===== config.mk =====
export PLATFORM = sky130hd
export DESIGN_NAME = alu_xfer_sequencer
export DESIGN_NICKNAME = d
export VERILOG_FILES = /design/src/rtl/alu_ctrl_pkg.sv /design/src/rtl/reg_sel_decoder.sv /design/src/rtl/alu_xfer_sequencer.sv
export SDC_FILE = /design/constraint.sdc
export NUM_CORES = 1
export LEC_CHECK = 0
export ABC_AREA = 1
export BUFFER_PORTS_ARGS = -buffer_cell sky130_fd_sc_hd__clkbuf_2
export CAP_MARGIN = 20
export CORE_AREA = 2 2 49 85
export DETAILED_ROUTE_END_ITERATION = 7
export DIE_AREA = 0 0 51 87
export PLACE_DENSITY = 0.75
export SYNTH_ARGS = -nofsm -noshare
export SYNTH_HDL_FRONTEND = slang
export SYNTH_SLANG_ARGS = --single-unit
export TNS_END_PERCENT = 5

===== constraint.sdc =====
create_clock -name clk -period 3.5 [get_ports clk]
set_input_delay 0.875 -clock clk [delete_from_list [all_inputs] [get_ports clk]]
set_output_delay 0.875 -clock clk [all_outputs]
set_load 0.05 [all_outputs]

===== src/rtl/alu_ctrl_pkg.sv =====
// Shared state encoding, ALU opcode constants and opcode helpers for the
// register/ALU transfer sequencer.
package alu_ctrl_pkg;

  localparam int unsigned OP_LEN = 5;

  typedef enum logic [2:0] {
    IDLE,
    T_B,
    T_C,
    T_W,
    T_H
  } state_e;

  localparam logic [OP_LEN-1:0] OP_ADD = 5'b00011;
  localparam logic [OP_LEN-1:0] OP_SUB = 5'b00100;
  localparam logic [OP_LEN-1:0] OP_AND = 5'b00101;
  localparam logic [OP_LEN-1:0] OP_OR  = 5'b00110;
  localparam logic [OP_LEN-1:0] OP_MUL = 5'b01110;
  localparam logic [OP_LEN-1:0] OP_DIV = 5'b01111;

  // MUL/DIV produce a 64-bit result needing a second writeback cycle for HI.
  function automatic logic is_multicycle(input logic [OP_LEN-1:0] op);
    return (op == OP_MUL) || (op == OP_DIV);
  endfunction

endpackage


===== src/rtl/reg_sel_decoder.sv =====
// Index-to-one-hot register strobe decoder; all-zero when disabled or when
// the index does not name an existing register.
module reg_sel_decoder #(
  parameter int unsigned NUM_REGS = 16,
  parameter int unsigned IDX_W    = 4
) (
  input  logic                i_en,
  input  logic [IDX_W-1:0]    i_idx,
  output logic [NUM_REGS-1:0] o_onehot
);

  always_comb begin
    o_onehot = '0;
    for (int i = 0; i < NUM_REGS; i++) begin
      if (i_en && (int'(i_idx) == i)) begin
        o_onehot[i] = 1'b1;
      end
    end
  end

endmodule


===== src/rtl/alu_xfer_sequencer.sv =====
// Multi-cycle bus sequencer: steps one register-to-register ALU request through
// the B-operand, C-operand and writeback cycles with Moore-decoded strobes.
module alu_xfer_sequencer
  import alu_ctrl_pkg::*;
#(
  parameter int unsigned NUM_REGS = 16,
  parameter int unsigned OP_W     = 5,
  parameter int unsigned IDX_W    = 4
) (
  input  logic                clk,
  input  logic                clear,
  input  logic                req_valid,
  output logic                req_ready,
  input  logic [OP_W-1:0]     req_op,
  input  logic [IDX_W-1:0]    req_ra,
  input  logic [IDX_W-1:0]    req_rb,
  input  logic [IDX_W-1:0]    req_rc,
  input  logic                req_imm,
  input  logic                req_ba,
  output logic [NUM_REGS-1:0] Rout,
  output logic [NUM_REGS-1:0] Rin,
  output logic                BAout,
  output logic                Cout,
  output logic                Yin,
  output logic                Zin,
  output logic                Zlowout,
  output logic                Zhighout,
  output logic                LOin,
  output logic                HIin,
  output logic [OP_W-1:0]     alu_op,
  output logic                done,
  output logic                busy
);

  state_e             r_state;
  state_e             w_state_next;
  logic [OP_W-1:0]    r_op;
  logic [IDX_W-1:0]   r_ra;
  logic [IDX_W-1:0]   r_rb;
  logic [IDX_W-1:0]   r_rc;
  logic               r_imm;
  logic               r_ba;

  logic               w_rout_en;
  logic [IDX_W-1:0]   w_rout_idx;
  logic               w_rin_en;
  logic               w_multi;
  logic               w_rb_zero_ba;

  assign w_multi      = is_multicycle(OP_LEN'(r_op));
  assign w_rb_zero_ba = r_ba && (r_rb == '0);

  always_ff @(posedge clk) begin
    if (clear) begin
      r_state <= IDLE;
      r_op    <= '0;
      r_ra    <= '0;
      r_rb    <= '0;
      r_rc    <= '0;
      r_imm   <= 1'b0;
      r_ba    <= 1'b0;
    end else begin
      r_state <= w_state_next;
      if ((r_state == IDLE) && req_valid) begin
        r_op  <= req_op;
        r_ra  <= req_ra;
        r_rb  <= req_rb;
        r_rc  <= req_rc;
        r_imm <= req_imm;
        r_ba  <= req_ba;
      end
    end
  end

  always_comb begin
    w_state_next = r_state;
    w_rout_en    = 1'b0;
    w_rout_idx   = r_rb;
    w_rin_en     = 1'b0;
    req_ready    = 1'b0;
    BAout        = 1'b0;
    Cout         = 1'b0;
    Yin          = 1'b0;
    Zin          = 1'b0;
    Zlowout      = 1'b0;
    Zhighout     = 1'b0;
    LOin         = 1'b0;
    HIin         = 1'b0;
    alu_op       = '0;
    done         = 1'b0;
    busy         = (r_state != IDLE);

    unique case (r_state)
      IDLE: begin
        req_ready = 1'b1;
        if (req_valid) begin
          w_state_next = T_B;
        end
      end
      T_B: begin
        // Base-address mode reads R0 as zero instead of driving it.
        BAout        = w_rb_zero_ba;
        w_rout_en    = !w_rb_zero_ba;
        w_rout_idx   = r_rb;
        Yin          = 1'b1;
        w_state_next = T_C;
      end
      T_C: begin
        Cout         = r_imm;
        w_rout_en    = !r_imm;
        w_rout_idx   = r_rc;
        alu_op       = r_op;
        Zin          = 1'b1;
        w_state_next = T_W;
      end
      T_W: begin
        Zlowout = 1'b1;
        if (w_multi) begin
          LOin         = 1'b1;
          w_state_next = T_H;
        end else begin
          w_rin_en     = 1'b1;
          done         = 1'b1;
          w_state_next = IDLE;
        end
      end
      T_H: begin
        Zhighout     = 1'b1;
        HIin         = 1'b1;
        done         = 1'b1;
        w_state_next = IDLE;
      end
      default: begin
        w_state_next = IDLE;
      end
    endcase
  end

  reg_sel_decoder #(
    .NUM_REGS (NUM_REGS),
    .IDX_W    (IDX_W)
  ) u_rout_dec (
    .i_en     (w_rout_en),
    .i_idx    (w_rout_idx),
    .o_onehot (Rout)
  );

  reg_sel_decoder #(
    .NUM_REGS (NUM_REGS),
    .IDX_W    (IDX_W)
  ) u_rin_dec (
    .i_en     (w_rin_en),
    .i_idx    (r_ra),
    .o_onehot (Rin)
  );

endmodule


==> results.cfg <==
[clock_network]
tritoncts = built
cts_sinks = 22
cts_setup_buffers = 0
numCtsBuffers = 3
cts_root_buf = clkbuf_8
hold_buffers = 0
htreeDepth = 1
clockBufferDepth = 2
cts.reportedPaths.clkPinSlew_ns = 0.08
clock_latency_ns = 0.26
cts_resized = 0

[drt]
drtIter0Drc = 20
firstDrtPassIters = 4
viasPerCell = 4.64
vias = 1443
drc_errors = 0
drt-wirelength-per-cell_um = 11.0
wl_mm = 3.43
ant_nets = 0

[critical_path]
worstSetupPathType = register to output pin
required_ns = 2.62
crit_arrival_ns = 1.91
cp_slowest_cell = dfxtp_1
path_cells = nor2_8 -> nand2_4 -> inv_1 -> nand2_1 -> nand2_1 -> nand2_1 -> nor2_1 -> clkbuf_2
slowest_delay_ns = 0.43
start_kind = register
crit_path_frequent_cell = nand2_1
critPathCaptureType = output pin
cp_max_fo = 18

[finish]
drive_gt1_share_pct = 31.6
area_delta_synth_final_pct = 33.5
n_antenna_cell = 0
fin_util_pct = 44.5
design_area_sq_um = 1690
nets = 286

[global_route]
grt_max_degree = 37
grt_pass1_wl_mm = 5.33
grt_pass1_vias = 1256
antenna_found_initial = 0
grtUsageTotal_pct = 15.6
grt-ovfl-total = 0

[floorplanning]
initial_utilization_pct = 33.3
core_sq_um = 3790
dieHeight_um = 87
fp.dieW_um = 51
die_area_sq_um = 4440
pin_count = 70
rows = 30

[power_and_ir_drop]
irDropWorstVdd_mv = 0.191
leakage_nw = 0.842
combPwrFrac_pct = 28.8
power_frac_seq_pct = 39.4
power_density_nw_per_um2 = 442
p_switching_mw = 0.262
p_int_mw = 0.483
clkPwrFrac_pct = 31.8
swShare_pct = 35.1

[synthesis]
synthCells = 198
yosysSeqAreaShare_pct = 34.9
ys_warn_count = 0
synth_top_area_share_pct = 34.9
yosysTopAreaCell = dfxtp_1
synthTopCellsByArea = dfxtp_1 35%, nor2_1 12%, nand2_1 9.2%
syn_area_per_cell_sq_um = 6.38
synth-seq-cells = 22
synth_nets = 220
syn_area_sq_um = 1260
synthDistinctLibCells = 20

[worst_hold_path]
worstHoldPathType = register to register

[timing]
finalHoldViolCount = 0
rsz0062_at_grt = false
tightest_slew_ns = 0.576
fin_ws_ns = 0.719
slew_headroom_pct = 61.5
holdWs_ns = 0.468
skew_ns = 0.00163
setup_violations = 0
max_freq_ghz = 0.360
period_minus_slack_ns = 2.78
finalSetupTns_ns = 0
slew_viol_final = 0
finalCritPeriodShare_pct = 79.5

[place]
dp_hpwl_mm = 2.77
port_buffers = 69
post-place-ws_ns = 0.998
place.gp.congestion = 0.779
place_area_sq_um = 1610

[run_status]
status = completed

[run]
maxCapViolations = 0
-- sequential cells by signal, indices dropped and copies added, names as in the netlist --
signal   count
r_imm        1
r_rb         4
r_ba         1
r_state      3
r_ra         4
r_rc         4
r_op         5
-- cells by family (layout without fill, tap and decap cells) --
family / Yosys count / after routing / share of synthesized area [%]
AO/OA/AOI/OAI: 41 / 41 / 17.1
flip-flops: 22 / 22 / 34.9
AND/OR/NAND/NOR: 100 / 100 / 35.7
buffers and inverters: 35 / 100 / 12.3
-- area by class of cell --
type	instances	area, sq um
fillers	428	2110
multi-input cells	141	667
flip-flops and latches	22	440
repair buffers	69	345
inverters	27	101
well taps	48	60.1
clock buffers	3	41.3
clock inverters	1	30.0
-- metrics by stage --
step | cells | power (mW)
finish | 311 | 0.745
CTS | 311 | 0.750
floorplan | 198 | 0.466
global route | 311 | 0.784
detailed placement | 307 | 0.515
global placement | 307 | 0.511
-- final timing paths --
path,startpoint,endpoint,slack (ns),cells past startpoint
setup / recovery,r_state[2],Rout[11],0.72,8
hold / removal,r_op[0],r_op[0],0.47,2
setup reg to reg,r_state[2],r_ra[0],1.77,4
hold reg to reg,r_op[0],r_op[0],0.47,2
-- worst max-delay path: cells and delay by family (launching register included) --
kind                   cells  cell delay (ns)
buffers and inverters      2             0.41
AND/OR/NAND/NOR            6             0.80
flip-flops                 1             0.43
-- cells in the mapped netlist --
| library cell | n |
|---|---|
| nor2_1 | 41 |
| dfxtp_1 | 22 |
| nor3_1 | 9 |
| o21ai_0 | 18 |
| clkbuf_1 | 3 |
| a21oi_1 | 20 |
| nand3_1 | 8 |
| nor4_1 | 1 |
| nand3_2 | 1 |
| nor3_2 | 1 |
| buf_2 | 1 |
| nand2_4 | 1 |
| nor2_8 | 1 |
| nand2_2 | 3 |
| nand4_1 | 3 |
| buf_4 | 2 |
| nand2_1 | 31 |
| o21ai_2 | 3 |
| buf_6 | 2 |
| inv_1 | 27 |
-- power by group through the flow --
stage	Clock, mW	Combinational, mW	Sequential [mW]
after global routing	0.248	0.239	0.296
after floorplan	0	0.174	0.292
after detailed placement	0	0.216	0.299
final	0.237	0.215	0.293
after CTS	0.240	0.216	0.293
after global placement	0	0.213	0.298
-- routing by layer --
metal  part of all wire, %  wire length [um]  vias up  GRT usage [%]
met3                   4.7               162        4           1.37
met2                    55              1880       37           30.1
met1                    38              1320      640           15.9
li1                      -                 -      762              -
met5                     0                 0        -              0
met4                   2.1                73        0           8.11
-- placed cells by master (no fill, tap or decap) --
cell,n
nor3_2,1
nor3_1,9
bufinv_16,1
clkbuf_8,3
dfxtp_1,22
nand2_4,1
nor2_1,41
o21ai_0,18
nand3_2,1
clkbuf_2,69
nor2_8,1
a21oi_1,20
nand2_1,31
nand3_1,8
o21ai_2,3
nand4_1,3
nor4_1,1
nand2_2,3
inv_1,27
No activity file was read; power rests on OpenSTA's default activity.
